File: src/rtl/relu_activation_unit.sv
// Sequential ReLU / leaky-ReLU stage between layer 1 and layer 2: processes LANES
// nodes per clock, rescales and saturates each to OUT_WIDTH, and counts the clamps.
module relu_activation_unit #(
  parameter int NODES      = 4,
  parameter int LANES      = 2,
  parameter int IN_WIDTH   = 16,
  parameter int OUT_WIDTH  = 8,
  parameter int FRAC_SHIFT = 4,
  parameter int LEAK_SHIFT = 3,
  parameter int SAT_W      = 3
) (
  input  logic                           clk,
  input  logic                           reset,
  input  logic                           trigger,
  input  logic                           leakyMode,
  input  logic [NODES*IN_WIDTH-1:0]      sumIn,
  output logic [NODES*OUT_WIDTH-1:0]     layerOut,
  output logic                           busy,
  output logic                           done,
  output logic [SAT_W-1:0]               satCount
);

  localparam int BEATS = NODES / LANES;
  localparam int BW    = (BEATS > 1) ? $clog2(BEATS) : 1;
  localparam logic signed [IN_WIDTH-1:0] OUT_MAX = IN_WIDTH'((1 << (OUT_WIDTH - 1)) - 1);
  localparam logic signed [IN_WIDTH-1:0] OUT_MIN = IN_WIDTH'(-(1 << (OUT_WIDTH - 1)));

  typedef enum logic [1:0] {
    IDLE = 2'd0,
    RUN  = 2'd1,
    DONE = 2'd2
  } state_t;

  state_t                       state_r, state_next_s;
  logic [BW-1:0]                beat_r;
  logic [NODES*IN_WIDTH-1:0]    shadow_r;
  logic                         leaky_r;
  logic [NODES*OUT_WIDTH-1:0]   work_r, work_next_s;
  logic [SAT_W-1:0]             acc_r, acc_next_s;
  logic [NODES*OUT_WIDTH-1:0]   layer_r;
  logic                         done_r;
  logic [SAT_W-1:0]             sat_r;
  logic [OUT_WIDTH:0]           lane_res_s [LANES];

  // Returns {saturated, result} for one node: activation, rescale, clamp.
  function automatic logic [OUT_WIDTH:0] act_node(input logic signed [IN_WIDTH-1:0] x,
                                                  input logic leaky);
    logic signed [IN_WIDTH-1:0] y;
    logic signed [IN_WIDTH-1:0] z;
    logic [OUT_WIDTH:0]         res;
    if (!x[IN_WIDTH-1]) begin
      y = x;
    end else if (leaky) begin
      y = x >>> LEAK_SHIFT;
    end else begin
      y = '0;
    end
    z = y >>> FRAC_SHIFT;
    if (z > OUT_MAX) begin
      res = {1'b1, OUT_MAX[OUT_WIDTH-1:0]};
    end else if (z < OUT_MIN) begin
      res = {1'b1, OUT_MIN[OUT_WIDTH-1:0]};
    end else begin
      res = {1'b0, z[OUT_WIDTH-1:0]};
    end
    return res;
  endfunction

  // Lane datapath: the current beat's nodes written into the next working vector.
  always_comb begin
    work_next_s = work_r;
    acc_next_s  = acc_r;
    for (int l = 0; l < LANES; l++) begin
      lane_res_s[l] = act_node(shadow_r[(int'(beat_r) * LANES + l) * IN_WIDTH +: IN_WIDTH],
                               leaky_r);
      work_next_s[(int'(beat_r) * LANES + l) * OUT_WIDTH +: OUT_WIDTH] =
        lane_res_s[l][OUT_WIDTH-1:0];
      acc_next_s = acc_next_s + SAT_W'(lane_res_s[l][OUT_WIDTH]);
    end
  end

  // State register.
  always_ff @(posedge clk or posedge reset) begin
    if (reset) begin
      state_r <= IDLE;
    end else begin
      state_r <= state_next_s;
    end
  end

  // Next-state logic.
  always_comb begin
    state_next_s = state_r;
    case (state_r)
      IDLE: begin
        if (trigger) begin
          state_next_s = RUN;
        end else begin
          state_next_s = IDLE;
        end
      end
      RUN: begin
        if (beat_r == BW'(BEATS - 1)) begin
          state_next_s = DONE;
        end else begin
          state_next_s = RUN;
        end
      end
      DONE:    state_next_s = IDLE;
      default: state_next_s = IDLE;
    endcase
  end

  // Capture, per-beat accumulation and publication of results.
  always_ff @(posedge clk or posedge reset) begin
    if (reset) begin
      beat_r   <= '0;
      shadow_r <= '0;
      leaky_r  <= 1'b0;
      work_r   <= '0;
      acc_r    <= '0;
      layer_r  <= '0;
      done_r   <= 1'b0;
      sat_r    <= '0;
    end else begin
      case (state_r)
        IDLE: begin
          done_r <= 1'b0;
          if (trigger) begin
            shadow_r <= sumIn;
            leaky_r  <= leakyMode;
            beat_r   <= '0;
            acc_r    <= '0;
          end
        end
        RUN: begin
          done_r <= 1'b0;
          work_r <= work_next_s;
          acc_r  <= acc_next_s;
          beat_r <= beat_r + BW'(1);
        end
        DONE: begin
          layer_r <= work_r;
          sat_r   <= acc_r;
          done_r  <= 1'b1;
        end
        default: done_r <= 1'b0;
      endcase
    end
  end

  assign layerOut = layer_r;
  assign done     = done_r;
  assign satCount = sat_r;
  assign busy     = (state_r != IDLE);

endmodule

File: config.mk
export PLATFORM = sky130hd
export DESIGN_NAME = relu_activation_unit
export DESIGN_NICKNAME = d
export VERILOG_FILES = /design/src/rtl/relu_activation_unit.sv
export SDC_FILE = /design/constraint.sdc
export NUM_CORES = 1
export LEC_CHECK = 0
export CAP_MARGIN = 20
export CORE_MARGIN = 5
export CORE_UTILIZATION = 40
export CTS_CLUSTER_DIAMETER = 40
export DETAILED_ROUTE_END_ITERATION = 6
export HOLD_SLACK_MARGIN = 0.15
export PLACE_DENSITY = 0.67
export SYNTH_ARGS = -nofsm -noshare
export SYNTH_HDL_FRONTEND = slang
export SYNTH_SLANG_ARGS = --single-unit
File: constraint.sdc
create_clock -name clk -period 3.35 [get_ports clk]
set_input_delay 0.335 -clock clk [delete_from_list [all_inputs] [get_ports clk]]
set_output_delay 0.335 -clock clk [all_outputs]
set_load 0.02 [all_outputs]
---- After elaboration in Yosys (flattened, before gate mapping) ----
Index checks and enable logic that the tools add are counted.
storage, ports and cells
  register bits ........................... 139
  bits of input ports ..................... 68
  word-level logic and storage cells ...... 51
operators by class
  add/sub/neg operators ................... 6
  $lt $le $gt $ge ......................... 4
  equal/unequal tests ..................... 3
  shift operators ......................... 6
  muxes and demuxes ....................... 18
  reductions and logical operators ........ 5
operators by type and width
  cell                     count
  $shift 8x33->32 const A  2
  $shiftx 8x33->32         2
  $bwmux 32                2
  $mux 16                  4
  $shiftx 64x32->16        1
  $shiftx 64x7->16         1
  $mux 9                   4
  $neg 5->33               1
  $neg 6->33               1
  $gt 12x8->1 const B      2
  $lt 12x8->1 const B      2
  $add 3x1->3              2
  $pmux 3 s2               1
  $pmux 2 s2               1
  $reduce_and 2->1         2
  $reduce_bool 2->1        2
  $add 2x1->3 const B      1
  $mux 1                   3
  $mux 3                   1
  $eq 2x1->1 const B       1
  $eq 2x2->1 const B       1
  $logic_not 2->1          1
  $mux 2                   1
  $ne 2x2->1 const B       1
  2 further kinds          2

---- Longest topological paths before layout ----
Gate-level depths: netlist of the first run.
  depth in word-level cells ............... 9
  gate-level depth with buffers ........... 11
  mapped depth without buffers ............ 9

---- Worst setup path before layout of the first run ----
OpenSTA, ideal clock, no wires.
  path kind ............................... reg-to-reg
  from .................................... register beat_r
  to ...................................... register acc_r[2]
  setup time .............................. 0.121 ns
  arrival time ............................ 2.233 ns
  data required time ...................... 3.229 ns
  slack ................................... 0.996 ns
  stages on the path, launching flop included .. 12
  buffers on the path ..................... 2
  cells stage by stage .................... dfrtp_1 -> buf_4 -> or4b_1 -> o22a_1 -> buf_6 -> nand2_1 -> nand2_1 -> fa_1 -> ha_1 -> nand2b_1 -> mux2i_1 -> a22o_1
on the way
  word-level cells in the longest chain between the ends .. 9
  elaborated cells on any way between the ends .. 18
ends and longest elaborated chain
  item                                             RTL line  text
  from (decl)                                      35        logic [BW-1:0] beat_r;
  from (signal assigned)                           140       beat_r <= beat_r + BW'(1);
  $shiftx 64x7->16 or $add 2x1->3 (tied branches)  74        lane_res_s[l] = act_node(shadow_r[(int'(beat_r) * LANES + l) * IN_WIDTH +: IN_WIDTH],
  $mux 16 or $shiftx 64x32->16 (tied branches)     53, 74
  $mux 16 (on tied branches)                       51, 53
  $lt 12x8->1 or $mux 16 (tied branches)           61, 51
  $mux 9 or $lt 12x8->1 (tied branches)            61        end else if (z < OUT_MIN) begin
  $mux 9 (on tied branches)                        59, 61
  $add 3x1->3 or $mux 9 (tied branches)            78, 59
  $add 3x1->3 *                                    78        acc_next_s = acc_next_s + SAT_W'(lane_res_s[l][OUT_WIDTH]);
  $pmux 3 s2 *                                     126       case (state_r)
  to (signal assigned)                             139       acc_r <= acc_next_s;
  to (decl)                                        39        logic [SAT_W-1:0] acc_r, acc_next_s;
Mark *: on every way between the ends. The rest lies on a longest branch, timed or not.
A chain may end at the register's enable or synchronous reset.

---- Final worst setup path of the first run ----
Same ends and word-level chain as after synthesis.

==> flow_summary.yaml, run 1 <==
status:
  outcome: "finished, final reports clean"
sta:
  hold_violations: 0
  rsz0062_at_grt: "false"
  drv_slew: 0
  post-route-min-period_ns: 2.69
  setup_viol: 0
  fmax_ghz: 0.372
  setup_tns_ns: 0
  timing.final.crit_share_pct: 80.3
  max_slew.worst_pin.slew_ns: 0.855
  fin_worst_skew_ns: 0.00784
  layout_setup_ws_ns: 0.661
  relSlewSlack_pct: 42.8
setup_path:
  worstSetupPathType: "reg -> reg"
  cp.arrival_ns: 2.99
  timing.reg2reg.setup_slack_ns: 0.66
  cpPeakStageDelay_ns: 0.59
  crit_path_end_kind: "flop"
  cp-start-kind: "flop"
  r2r_cells: 9
  crit_slowest_cell: "dfrtp_1"
  r2r_start: "beat_r"
  crit_fanout: 12
  crit_chain: "or4b_1 > o22a_1 > nand2_1 > nand2_1 > fa_1 > ha_1 > nand2b_1 > mux2i_1 > a22o_1"
  required_ns: 3.65
  cp_common_cell: "nand2_1"
  r2r-end: "acc_r[2]"
drt:
  first_pass_iters: 4
  antenna_left: 0
  wire_per_inst_um: 17.2
  num_vias: 3556
  drt-vias-per-instance: 5.19
  drtIter0Drc: 198
  route.detailed.drc: 0
  wirelength_mm: 11.8
synthesis:
  yosys.area.top_type: "dfrtp_1"
  avgSynthCellArea_um2: 13.1
  yosysSeqAreaShare_pct: 58.0
  synth_area_leaders: "dfrtp_1 58%, mux2_2 18%, a22oi_1 3.0%"
  syn_area_um2: 5310
  ys_warn_count: 0
  synth_seq_cells: 123
  synth_cell_type_count: 51
  ys.flop_type: "dfrtp_1"
  yosys.area.top_type_share_pct: 58.0
  synthArstFlopShare_pct: 100
  synth_fp_nets: 475
  synth_cells: 405
  synth_edf_count: 0
cts:
  postCtsSetupBuffers: 0
  clock_latency_ns: 0.41
  cts_buffer_depth: 2
  postCtsHoldBufs: 0
  cts-root-buf: "clkbuf_16"
  cts_tree: "built"
  cts_buffers: 17
  ctsResizeCount: 0
  cts.reportedPaths.clkPinSlew_ns: 0.06
  cts_sinks: 123
  cts_max_level: 4
floorplanning:
  coreArea_um2: 13100
  die_h_um: 125
  die_w_um: 125
  rows: 42
  die_area_um2: 15700
  ios: 105
  start_util_pct: 40.4
layout:
  final_cell_mix: "123 x dfrtp_1, 88 x clkdlybuf4s50_1, 85 x mux2_2, 27 x nand2_1, 21 x a22oi_1"
  num-nets-final: 567
  multi_input_area_um2: 2060
  area_delta_synth_final_pct: 31.4
  seq_area_um2: 3080
  n_fill_cell: 1122
  n_antenna_cell: 0
  drive_gt1_share_pct: 26.5
  mostFrequentLayoutCell: "dfrtp_1"
global_route:
  grt.total_usage_pct: 15.5
  grt_pass1_wl_mm: 19.6
  grt_remaining_overflow: 0
  grt_max_degree: 124
  antenna_found_initial: 0
  grt_pass1_vias: 3634
pwr:
  power_frac_seq_pct: 37.3
  peakVddDrop_mv: 0.358
  p_int_mw: 4.92
  switching_power_mw: 2.52
  power.combinational.fraction_pct: 37.2
  pwr-share-clk_pct: 25.5
  power_mw: 7.44
  powerDensity_nw_per_um2: 1070
  swShare_pct: 33.8
  p_leak_nw: 2.91
placed_design:
  place_congestion: 0.772
  hpwl_mm: 8.44
  numPortBuffers: 88
  dp_slack_ns: 0.684
flow_run:
  drv_cap: 0
hold_path:
  hold_path.class: "in -> async"
## metrics by stage
step | area, um^2 | cells | hold slack (ns) | util (%)
after CTS | 6970 | 685 | 0.475 | 53.1
after global placement | 6350 | 654 | 0.457 | 48.3
after floorplan | 5310 | 405 | 0.441 | -
after detailed placement | 6350 | 654 | 0.471 | 48.3
final | 6970 | 685 | 0.443 | 53.1
after global routing | 6970 | 685 | 0.481 | 53.1
## cell type report
cell class | count | share of cell area (%)
Inverter | 13 | 0.754
Sequential cell | 123 | 44.1
Clock buffer | 25 | 7.39
Timing Repair Buffer | 94 | 13.5
Tap cell | 176 | 3.16
Multi-Input combinational cell | 248 | 29.5
Clock inverter | 6 | 1.54
## Yosys cell counts (all sizes together) (2+ instances only)
library cell and n:
mux2 88, nand2 27, nand2b 6, a211o 3, nor2b 3, nor4 4
buf 15, o311ai 4, a22o 3, clkbuf 6, nor2 6, nand4 4
a21oi 9, o21ai 30, or4 3, o211ai 5, mux2i 7, dfrtp 123
inv 13, a22oi 21, a221o 2, nand3 4, or2 2
## worst max path at each step
stage / start / end / slack (ns) / cells after the start
2_1_floorplan: beat_r / acc_r[2] / 1.0 / 11
3_3_place_gp: beat_r / acc_r[2] / 0.69 / 9
3_5_place_dp: beat_r / acc_r[2] / 0.68 / 9
4_1_cts: beat_r / acc_r[2] / 0.65 / 9
5_1_grt: beat_r / acc_r[2] / 0.55 / 9
6_report: beat_r / acc_r[2] / 0.66 / 9
## sequential cells by signal, summed over array words and instances (netlist names)
| signal | count |
|---|---|
| leaky_r | 1 |
| satCount | 3 |
| shadow_r | 48 |
| acc_r | 3 |
| work_r | 32 |
| beat_r | 1 |
| state_r | 2 |
| layerOut | 32 |
| done | 1 |
## kinds of logic (layout without fill, tap and decap cells)
family / Yosys count / count (layout) / synth area share (%)
flip-flops: 123 / 123 / 58.0
multiplexers: 95 / 95 / 20.0
AO/OA/AOI/OAI: 82 / 82 / 10.6
AND/OR/NAND/NOR: 69 / 69 / 7.52
buffers and inverters: 34 / 138 / 3.21
adder cells (fa/ha/maj): 2 / 2 / 0.613
## routing by layer
metal | global-route usage (%) | part of all wire [%]
met4 | 5.29 | 1.1
met2 | 23.1 | 46
met3 | 4.18 | 5.7
met5 | 0 | 0
met1 | 22.1 | 47
## critical path, delay by kind of cell (launching register included)
| family | cells | cell delay, ns |
|---|---|---|
| and+or+nand+nor | 4 | 0.74 |
| muxes | 1 | 0.06 |
| adders and majority gates | 2 | 0.61 |
| DFF | 1 | 0.59 |
| AOI/OAI and AO/OA | 2 | 0.58 |
## power groups by stage
stage	registers, mW	clock network, mW	logic (mW)
floorplan	2.83	0	1.75
global placement	2.76	0	2.70
detailed placement	2.80	0	2.77
CTS	2.78	1.93	2.79
global route	2.87	1.99	3.02
finish	2.78	1.90	2.76
Note: power is estimated with default switching activity, not from simulation.
==> run 2, diff against run 1 <==
==> constraint.sdc (replaced) <==
create_clock -name clk -period 2.3 [get_ports clk]
set_input_delay 0.23 -clock clk [delete_from_list [all_inputs] [get_ports clk]]
set_output_delay 0.23 -clock clk [all_outputs]
set_load 0.02 [all_outputs]
==> run 2 against run 1 <==
Wire length grew 0.37%. Count of clock-buffer cells in the layout shrank 4. Critical path type unchanged. Clock skew grew 0.0020 ns.
==> flow_summary.yaml, run 2 (synthesis results as in run 1) <==
global_route:
  grt_max_degree: 55
  grt_pass1_wl_mm: 19.7
  grt_remaining_overflow: 0
  grt.total_usage_pct: 15.6
  grt_pass1_vias: 3810
  antenna_found_initial: 0
layout:
  largest_register_ffs: 48
  drive_gt1_share_pct: 29.5
  mostFrequentLayoutCell: "dfrtp_1"
  largest-register: "shadow_r"
  final_cell_mix: "122 x dfrtp_1, 88 x clkdlybuf4s50_1, 85 x mux2_2, 27 x nand2_1, 21 x a22oi_1"
  layout.cells.non_filler: 701
  num-nets-final: 585
  seq_area_um2: 3080
  n_antenna_cell: 0
  fin_util_pct: 53.9
  n_fill_cell: 1090
  multi_input_area_um2: 2060
  area_delta_synth_final_pct: 33.5
sta:
  setup_viol: 0
  layout_setup_ws_ns: 0.0311
  fin_worst_skew_ns: 0.00982
  rsz0062_at_grt: "true"
  hold_violations: 0
  timing.final.crit_share_pct: 98.6
  drv_slew: 0
  post-route-min-period_ns: 2.27
  relSlewSlack_pct: 48.4
  fmax_ghz: 0.441
  max_slew.worst_pin.slew_ns: 0.774
floorplanning:
  die_area_um2: 15700
  die_w_um: 125
  start_util_pct: 40.4
  coreArea_um2: 13100
  ios: 105
  die_h_um: 125
  rows: 42
setup_path:
  worstSetupPathType: "reg -> reg"
  required_ns: 2.59
  crit_fanout: 2
  crit_path_end_kind: "flop"
  cp-start-kind: "flop"
  cp.arrival_ns: 2.56
hold_path:
  hold_path.class: "in -> reg"
placed_design:
  placed_cells: 669
  numPortBuffers: 88
  hpwl_mm: 8.76
  place_congestion: 0.756
  dp_slack_ns: 0.0235
cts:
  cts_sinks: 123
  cts-root-buf: "clkbuf_16"
  cts_buffer_depth: 2
  cts_tree: "built"
  cts.reportedPaths.clkPinSlew_ns: 0.05
  cts_max_level: 4
  clock_latency_ns: 0.41
  cts_buffers: 17
pwr:
  peakVddDrop_mv: 0.624
  powerDensity_nw_per_um2: 1520
  power_mw: 10.7
  p_leak_nw: 2.97
flow_run:
  drv_cap: 0
drt:
  antenna_left: 0
  drtIter0Drc: 280
  wire_per_inst_um: 16.9
  first_pass_iters: 4
  drt-vias-per-instance: 5.14
  num_vias: 3604
  route.detailed.drc: 0
  wirelength_mm: 11.8
status:
  outcome: "finished, final reports clean"
run 2: changes by cell type in the layout (fill, tap and decap cells not counted), moves of 2 or more:
cell	previous run	this run
bufinv_16	3	1
buf_4	5	19
clkbuf_1	2	0
clkinv_2	2	5
buf_12	1	4
clkbuf_8	6	4
run 2: power breakdown:
part / switching, mW / internal, mW / total [mW]
Sequential: 0.711 / 3.26 / 3.97
Clock: 0.871 / 1.57 / 2.44
Combinational: 2.10 / 2.24 / 4.34
run 2: layout make-up:
type	count	area share, %
multi-input combinational	248	29.2
tap	176	3.11
clock buffer	21	6.79
sequential	123	43.5
timing repair buffer	112	15.7
clock inverter	8	0.990
inverter	13	0.742
run 2: worst paths after layout:
| check | startpoint | to | slack, ns | depth (start not counted) |
|---|---|---|---|---|
| worst max-delay path | shadow_r[46] | acc_r[2] | 0.03 | 9 |
| worst max register to register | shadow_r[46] | acc_r[2] | 0.03 | 9 |
| max in group asynchronous | reset | beat_r | 1.04 | 4 |
| min in group asynchronous | reset | done | 0.67 | 3 |
| worst min-delay path | sumIn[54] | shadow_r[54] | 0.38 | 3 |
| worst min register to register | work_r[15] | work_r[15] | 0.49 | 2 |
run 2: through the flow:
step / instance area (um^2) / setup TNS [ns] / hold slack [ns]
2_1_floorplan: 5320 / -0.0101 / 0.347
3_3_place_gp: 6500 / 0 / 0.462
3_5_place_dp: 6500 / 0 / 0.478
4_1_cts: 7060 / 0 / 0.373
5_1_grt: 7080 / -0.0439 / 0.383
6_report: 7080 / 0 / 0.381
run 2: timing repair:
| item | CTS | global route |
|---|---|---|
| gates resized for setup | 0 | 2 |
| hold endpoints to repair | 6 | 0 |
| pin swaps | 1 | 2 |
| hold buffers | 1 | 0 |
| endpoints found under the setup margin | 1 | 1 |
| buffers inserted | 0 | 2 |
run 2: per-layer routing:
layer	wire length, um	track usage [%]	part of all wire [%]	vias to the layer above
met5	0	0	0	-
met2	5400	23.2	46	91
met3	505	4.09	4.3	15
li1	-	-	-	1705
met4	206	6.51	1.7	0
met1	5740	21.9	48	1793
run 2: worst max-delay path, stage by stage (launching register included):
cell and delay, ns:
dfrtp_1 0.37, or4b_1 0.52, o22a_1 0.24, nand2_1 0.08, nand2_1 0.07, fa_2 0.34, ha_2 0.18, nand2b_1 0.06
mux2i_1 0.06, a22o_1 0.23
==> run 3, diff against run 2 <==
--- a/config.mk
+++ b/config.mk
@@ -7,11 +7,11 @@
 export LEC_CHECK = 0
 export CAP_MARGIN = 20
 export CORE_MARGIN = 5
-export CORE_UTILIZATION = 40
+export CORE_UTILIZATION = 39
 export CTS_CLUSTER_DIAMETER = 40
 export DETAILED_ROUTE_END_ITERATION = 6
 export HOLD_SLACK_MARGIN = 0.15
-export PLACE_DENSITY = 0.67
+export PLACE_DENSITY = 0.66
 export SYNTH_ARGS = -nofsm -noshare
 export SYNTH_HDL_FRONTEND = slang
 export SYNTH_SLANG_ARGS = --single-unit
==> run 3 against run 2 <==
Sequential share of layout area decreased by 0.90 points. Cell count increased by 1.1%. Clock skew decreased by 0.0039 ns. Via count increased by 0.47%. Non-clock buffer count increased by 5. Core utilization increased by 0.49 points. Sequential power about the same. Register-to-register slack got worse by 0.02 ns. Setup slack got worse by 0.019 ns. Clock power increased by 15%. Wire length increased by 4.0%. Count of clock-buffer cells in the layout decreased by 1. Critical endpoint unchanged. Largest cell class unchanged. Largest power group unchanged.
==> flow_summary.yaml, run 3 (synthesis results as in run 1) <==
status:
  outcome: "finished, final reports clean"
sta:
  fin_worst_skew_ns: 0.00591
  setup_viol: 0
  post-route-min-period_ns: 2.29
  rsz0062_at_grt: "true"
  drv_slew: 0
  max_slew.worst_pin.slew_ns: 0.753
  relSlewSlack_pct: 49.8
  fmax_ghz: 0.437
  timing.final.crit_share_pct: 99.5
  timing.hold.ws_ns: 0.394
  hold_violations: 0
setup_path:
  required_ns: 2.59
  cp-start-kind: "flop"
  crit_chain: "or4_4 > o22a_1 > nand2_1 > nand2_1 > fa_2 > ha_2 > nand2b_1 > mux2i_1 > a22o_1"
  cpPeakStageDelay_ns: 0.55
  crit_path_end_kind: "flop"
  cp_common_cell: "nand2_1"
  crit_buf_inv: 0
  worstSetupPathType: "reg -> reg"
  cp.arrival_ns: 2.58
  crit_slowest_cell: "or4_4"
  cp_top_family: "simple AND/OR/NAND/NOR gates"
  crit_fanout: 3
global_route:
  grt_remaining_overflow: 0
  antenna_found_initial: 0
  grt_pass1_vias: 3878
  grt_pass1_wl_mm: 20.4
  grt_max_degree: 57
  grt.total_usage_pct: 15.9
drt:
  route.detailed.drc: 0
  wirelength_mm: 12.3
  drtIter0Drc: 206
  antenna_left: 0
  first_pass_iters: 5
  drt-met1-wl_mm: 5.70
  met2_length_mm: 5.84
  num_vias: 3621
  wl_met3_um: 577
  wire_per_inst_um: 17.4
  top_layer: "met4"
  drt-vias-per-instance: 5.11
cts:
  cts_buffers: 17
  cts.reportedPaths.clkPinSlew_ns: 0.05
  cts_tree: "built"
  cts_max_level: 4
  cts_buffer_depth: 2
  clock_latency_ns: 0.40
  cts_sinks: 123
  cts-root-buf: "clkbuf_16"
pwr:
  p_leak_nw: 3.04
  power_mw: 11.3
  powerDensity_nw_per_um2: 1560
  peakVddDrop_mv: 0.607
floorplanning:
  die_h_um: 127
  start_util_pct: 39.9
  coreArea_um2: 13300
  die_w_um: 127
  ios: 105
  die_area_um2: 16000
  rows: 42
placed_design:
  place_congestion: 0.826
  hpwl_mm: 8.82
  numPortBuffers: 88
layout:
  n_antenna_cell: 0
  largest-register: "shadow_r"
  final_cell_mix: "122 x dfrtp_1, 88 x clkdlybuf4s50_1, 85 x mux2_2, 27 x nand2_1, 23 x buf_4"
  n_fill_cell: 1131
  largest_register_ffs: 48
  mostFrequentLayoutCell: "dfrtp_1"
  drive_gt1_share_pct: 31.0
  area_delta_synth_final_pct: 36.3
  num-nets-final: 590
hold_path:
  hold_path.class: "in -> reg"
flow_run:
  drv_cap: 0
==> run 3: cell types whose count changed in the layout (fill, tap and decap cells not counted) <==
cell / previous run / this run
buf_4: 19 / 23
bufinv_16: 1 / 4
clkbuf_16: 17 / 18
clkbuf_8: 4 / 3
clkinv_4: 0 / 1
nor4_1: 1 / 0
nor4_2: 3 / 4
or4_1: 3 / 2
or4_4: 0 / 1
==> run 3: report_power, final <==
part | internal (mW) | switching (mW) | total, mW
Combinational | 2.32 | 2.14 | 4.46
Sequential | 3.25 | 0.733 | 3.99
Clock | 1.89 | 0.924 | 2.81
Total | 7.46 | 3.80 | 11.3
==> run 3: tightest hold or removal path, stage by stage <==
cell             delay [ns]
clkdlybuf4s50_1        0.40
nand2_1                0.05
o21ai_0                0.07
==> run 3: area by class of cell <==
| class | instances | area [um^2] | area share, % |
|---|---|---|---|
| Clock buffer | 20 | 467 | 6.45 |
| Clock inverter | 12 | 169 | 2.34 |
| Inverter | 13 | 52.6 | 0.727 |
| Multi-Input combinational cell | 248 | 2070 | 28.7 |
| Sequential cell | 123 | 3080 | 42.6 |
| Tap cell | 176 | 220 | 3.05 |
| Timing Repair Buffer | 117 | 1170 | 16.2 |
==> run 3: per-stage QoR <==
step	setup WS, ns	utilization, %	area, um^2	setup TNS [ns]	instances
floorplan	-0.0101	-	5320	-0.0101	405
global placement	0.0743	49.0	6510	0	670
detailed placement	0.0192	49.0	6510	0	670
CTS	0.00256	53.8	7160	0	703
global route	-0.0507	54.4	7230	-0.0507	709
finish	0.0119	54.4	7230	0	709
==> run 3: layer usage <==
| layer | up-vias | track usage [%] |
|---|---|---|
| li1 | 1720 | - |
| met1 | 1790 | 22.3 |
| met2 | 97 | 24.4 |
| met3 | 14 | 3.95 |
| met4 | 0 | 5.05 |
| met5 | - | 0 |
==> run 3: path summary, 6_finish.rpt <==
kind	to	slack (ns)	from	depth (start not counted)
max	acc_r[2]	0.01	shadow_r[12]	9
min in group asynchronous	done	0.64	reset	3
min reg2reg	work_r[31]	0.48	work_r[31]	2
min	shadow_r[52]	0.39	sumIn[52]	3
max reg2reg	acc_r[2]	0.01	shadow_r[12]	9
max in group asynchronous	shadow_r[45]	1.06	reset	4
==> run 3: timing repair <==
action | 4_1_cts | 5_1_grt
hold buffers | 1 | 0
setup buffers | 0 | 5
endpoints found under the hold margin | 2 | 0
gates resized for setup | 0 | 4
setup endpoints to repair | 0 | 2
==> RTL edit 1 (config.mk and constraints of run 2) <==
Add an input register stage for `trigger`, `leakyMode` and `sumIn`, without a reset; this delays them by one clock.
--- a/src/rtl/relu_activation_unit.sv
+++ b/src/rtl/relu_activation_unit.sv
@@ -30,6 +30,16 @@
     RUN  = 2'd1,
     DONE = 2'd2
   } state_t;
+
+  logic trigger_q;
+  logic leakyMode_q;
+  logic [NODES*IN_WIDTH-1:0] sumIn_q;
+
+  always_ff @(posedge clk) begin
+    trigger_q   <= trigger;
+    leakyMode_q <= leakyMode;
+    sumIn_q     <= sumIn;
+  end
 
   state_t                       state_r, state_next_s;
   logic [BW-1:0]                beat_r;
@@ -93,7 +103,7 @@
     state_next_s = state_r;
     case (state_r)
       IDLE: begin
-        if (trigger) begin
+        if (trigger_q) begin
           state_next_s = RUN;
         end else begin
           state_next_s = IDLE;
@@ -126,9 +136,9 @@
       case (state_r)
         IDLE: begin
           done_r <= 1'b0;
-          if (trigger) begin
-            shadow_r <= sumIn;
-            leaky_r  <= leakyMode;
+          if (trigger_q) begin
+            shadow_r <= sumIn_q;
+            leaky_r  <= leakyMode_q;
             beat_r   <= '0;
             acc_r    <= '0;
           end
Formal check against the unedited RTL: not equivalent (Yosys sat finds a counterexample within 4 cycles, from zero or initial values and one cycle with reset high).
==> RTL edit 1 against run 2 <==
- the run now ends with negative setup slack left
- synthesized cell count rose by 15%
- critical path depth fell by 1
- worst setup slack got worse by 0.071 ns
- final area rose by 14%
- count of clock-buffer cells in the layout rose by 2
- total power rose by 14%
- wire length rose by 8.6%
- utilization fell by 0.82 points
- area after synthesis rose by 17%
- sequential cell count rose by 50
==> RTL edit 1: results <==
[run_status]
status = "finished with violations"
violations = "negative setup slack"

[routing]
wire_per_inst_um = 16.6
first_pass_iters = 6
wl_mm = 12.9
wl_met2_mm = 5.75
met3_wirelength_um = 745

[final_layout]
multi_input_area_sq_um = 2060
layout-drive-gt1-share = 0.254
fin_nets = 644

[worst_setup_path]
ff2ff_path_depth = 8

[timing]
finalSetupViolations = 1
finClkSkew_ns = 0.00850
setup_tns_ns = -0.0403
setup_ws_ns = -0.0403

[pwr]
internal_power_mw = 8.14
power_switching_mw = 4.10
ir_drop_v = 0.000572

[synth]
async_flop_share = 0.711
synth_compound_area_frac = 0.0817
synthAdderAreaFrac = 0.00523
synth_common_cells = "dfrtp_1 (123), mux2_2 (77), dfxtp_1 (50), nand2_1 (35), a21oi_1 (27)"
avgSynthCellArea_sq_um = 13.4
ys_types = 44

[place]
dp_worst_setup_slack_ns = -0.0615
placed_area_sq_um = 7450
hpwl_mm = 9.18
gp_congestion = 0.904

[grt]
met1_usage = 0.216
gr-usage-met2 = 0.218
grt_max_degree = 124
==> RTL edit 1: what timing repair did <==
| item | CTS | global route |
|---|---|---|
| setup buffers | 1 | 0 |
| cloned | 0 | 0 |
| hold endpoints to repair | 0 | 0 |
| setup endpoints to repair | 1 | 1 |
| pin swaps | 2 | 2 |
| gates resized for setup | 3 | 3 |
| hold buffers | 0 | 0 |
==> RTL edit 1: logic make-up (layout without fill, tap and decap cells) <==
group	Yosys count	after routing
adders and majority gates	2	2
muxes	90	90
and+or+nand+nor	95	95
DFF	173	173
AOI/OAI and AO/OA	78	78
buffers and inverters	26	149
==> RTL edit 1: worst max-delay path, stage by stage (launching register included) <==
cell	delay (ns)
dfrtp_1	0.38
or4b_4	0.56
a2bb2oi_4	0.16
nand2_2	0.08
nand2_2	0.06
fa_2	0.37
ha_2	0.18
mux2_2	0.27
a22o_1	0.18
==> RTL edit 1: worst min-delay path by stage <==
stage	slack (ns)	cells after the start	start	endpoint
2_1_floorplan	0.26	0	leakyMode	leakyMode_q$_DFF_P_
5_1_grt	0.23	1	sumIn[55]	sumIn_q[55]$_DFF_P_
3_3_place_gp	0.44	2	sumIn_q[30]$_DFF_P_	shadow_r[30]$_DFFE_PP0P_
6_report	0.25	1	sumIn[55]	sumIn_q[55]$_DFF_P_
3_5_place_dp	0.44	1	sumIn_q[38]$_DFF_P_	shadow_r[38]$_DFFE_PP0P_
4_1_cts	0.22	1	sumIn[55]	sumIn_q[55]$_DFF_P_
==> RTL edit 1: cell type report <==
cell class,instances,share of cell area
clock buffer,23,0.0592
tap,188,0.0292
sequential,173,0.506
inverter,6,0.00326
timing repair buffer,111,0.134
clock inverter,9,0.0138
multi-input combinational,265,0.255
==> RTL edit 2 (config.mk and constraints of run 2) <==
Made on the original files. `OUT_WIDTH`: 8 -> 9.
--- a/src/rtl/relu_activation_unit.sv
+++ b/src/rtl/relu_activation_unit.sv
@@ -4,7 +4,7 @@
   parameter int NODES      = 4,
   parameter int LANES      = 2,
   parameter int IN_WIDTH   = 16,
-  parameter int OUT_WIDTH  = 8,
+  parameter int OUT_WIDTH  = 9,
   parameter int FRAC_SHIFT = 4,
   parameter int LEAK_SHIFT = 3,
   parameter int SAT_W      = 3
Interface: changed (resized layerOut); port bits go from 105 to 109. No check against the original RTL was run, so the function may have changed too.
==> RTL edit 2 against run 2 <==
- area after synthesis grew 6.0%
- utilization shrank 0.35 points
- synthesized cell count grew 5.9%
- via count grew 4.3%
- worst setup slack gained 0.034 ns
- combinational power grew 1%
- total power grew 4.7%
- final area grew 4.6%
- wire length grew 9.2%
- first-iteration DRC count shrank 36%
- sequential cell count grew 8
- sequential power grew 8.3%
- critical path type unchanged
- largest cell class unchanged
- highest routed layer unchanged
==> RTL edit 2: results <==
[synth]
synth_area_leaders = "dfrtp_1 (58%), mux2_1 (19%), mux2i_1 (2.1%), nand2_1 (1.8%), a21oi_1 (1.7%)"
ys_seq_area_frac = 0.583
avgSynthCellArea_sq_um = 13.1
synth_common_cells = "dfrtp_1 (131), mux2_1 (97), nand2_1 (27), a21oi_1 (19), nor2_1 (15)"
yosys.area_share.xor_xnor = 0
synthMuxAreaShare = 0.220
ys_types = 44
async_flop_share = 1.00
synth_compound_area_frac = 0.0843
synthAdderAreaFrac = 0.00578
syn_nets = 499

[run_status]
status = "completed"

[worst_setup_path]
critPathLaunch = "shadow_r[28]$_DFFE_PP0P_"
path_max_fanout = 3
rrSetupSlack_ns = 0.07
cpPeakStageDelay_ns = 0.54
worstPathArrival_ns = 2.53
ff2ff_path_depth = 8
crit_path_top_delay_cell = "or4_4"
cp-endpoint = "acc_r[2]$_DFFE_PP0P_"

[clock_tree]
cts_made_buffers = 17
path_clk_slew_ns = 0.06
cts-resized-gates = 0
postCtsSetupBuffers = 0

[place]
hpwl_mm = 9.31
gp_congestion = 0.830
io_buffers = 92
placed_area_sq_um = 6830
dp.cells = 691
dp_worst_setup_slack_ns = 0.0280

[worst_hold_path]
hp-class = "input pin to async pin"

[timing]
fmax_mhz = 447
worst_pin_slew_ns = 0.609
hold_ws_ns = 0.333
finClkSkew_ns = 0.00637

[grt]
grt_pass1_wl_mm = 21.3
antenna_found_initial = 0
grtUsageTotal = 0.167
grt_pass1_vias = 3971
grt_max_degree = 91

[final_layout]
seqCellArea_sq_um = 3280
fillers = 1161
fin_nets = 600
layout-drive-gt1-share = 0.122
antenna_cells = 0
largest_reg_flops = 48
instances_no_fill = 722

[pwr]
p_leak_nw = 3.07
power_switching_mw = 4.04
ir_drop_v = 0.000546

[routing]
drtIter0Drc = 178
vias = 3759
wl_mm = 12.9
RTL edit 2: cell types whose count changed in the layout (fill, tap and decap cells not counted), sizes merged, moves of 8 or more:
cell,before,now
a22oi,21,0
nor2,6,16
a31oi,0,9
a2111oi,0,10
o21ai,30,10
mux2,88,99
dfrtp,123,131
a21oi,9,19
and3,0,10
RTL edit 2: final cells by class:
cell class,count,share of cell area
timing repair buffer,111,0.149
inverter,7,0.00406
multi-input combinational,262,0.297
clock buffer,22,0.0627
sequential,131,0.443
tap,180,0.0304
clock inverter,9,0.0144
RTL edit 2: worst min-delay path by stage:
stage / end / cells past startpoint
final: layerOut[30]$_DFFE_PP0P_ / 3
after global routing: work_r[17]$_DFFE_PP0P_ / 3
after CTS: work_r[35]$_DFFE_PP0P_ / 3
after detailed placement: work_r[35]$_DFFE_PP0P_ / 2
after global placement: work_r[26]$_DFFE_PP0P_ / 2
after floorplan: shadow_r[11]$_DFFE_PP0P_ / 1
RTL edit 2: power groups by stage:
| stage | sequential (mW) | combinational [mW] | clock, mW |
|---|---|---|---|
| 5_1_grt | 4.45 | 4.79 | 2.74 |
| 2_1_floorplan | 4.37 | 2.54 | 0 |
| 4_1_cts | 4.30 | 4.43 | 2.63 |
| 6_report | 4.30 | 4.39 | 2.57 |
| 3_3_place_gp | 4.26 | 4.29 | 0 |
| 3_5_place_dp | 4.33 | 4.38 | 0 |
RTL edit 2: layer usage:
metal	routed length (um)	part of all wire	GRT usage	up-vias
li1	-	-	-	1764
met1	6150	0.48	0.237	1893
met2	6070	0.47	0.252	87
met3	521	0.040	0.0369	15
met4	193	0.015	0.0605	0
met5	0	0	0	-
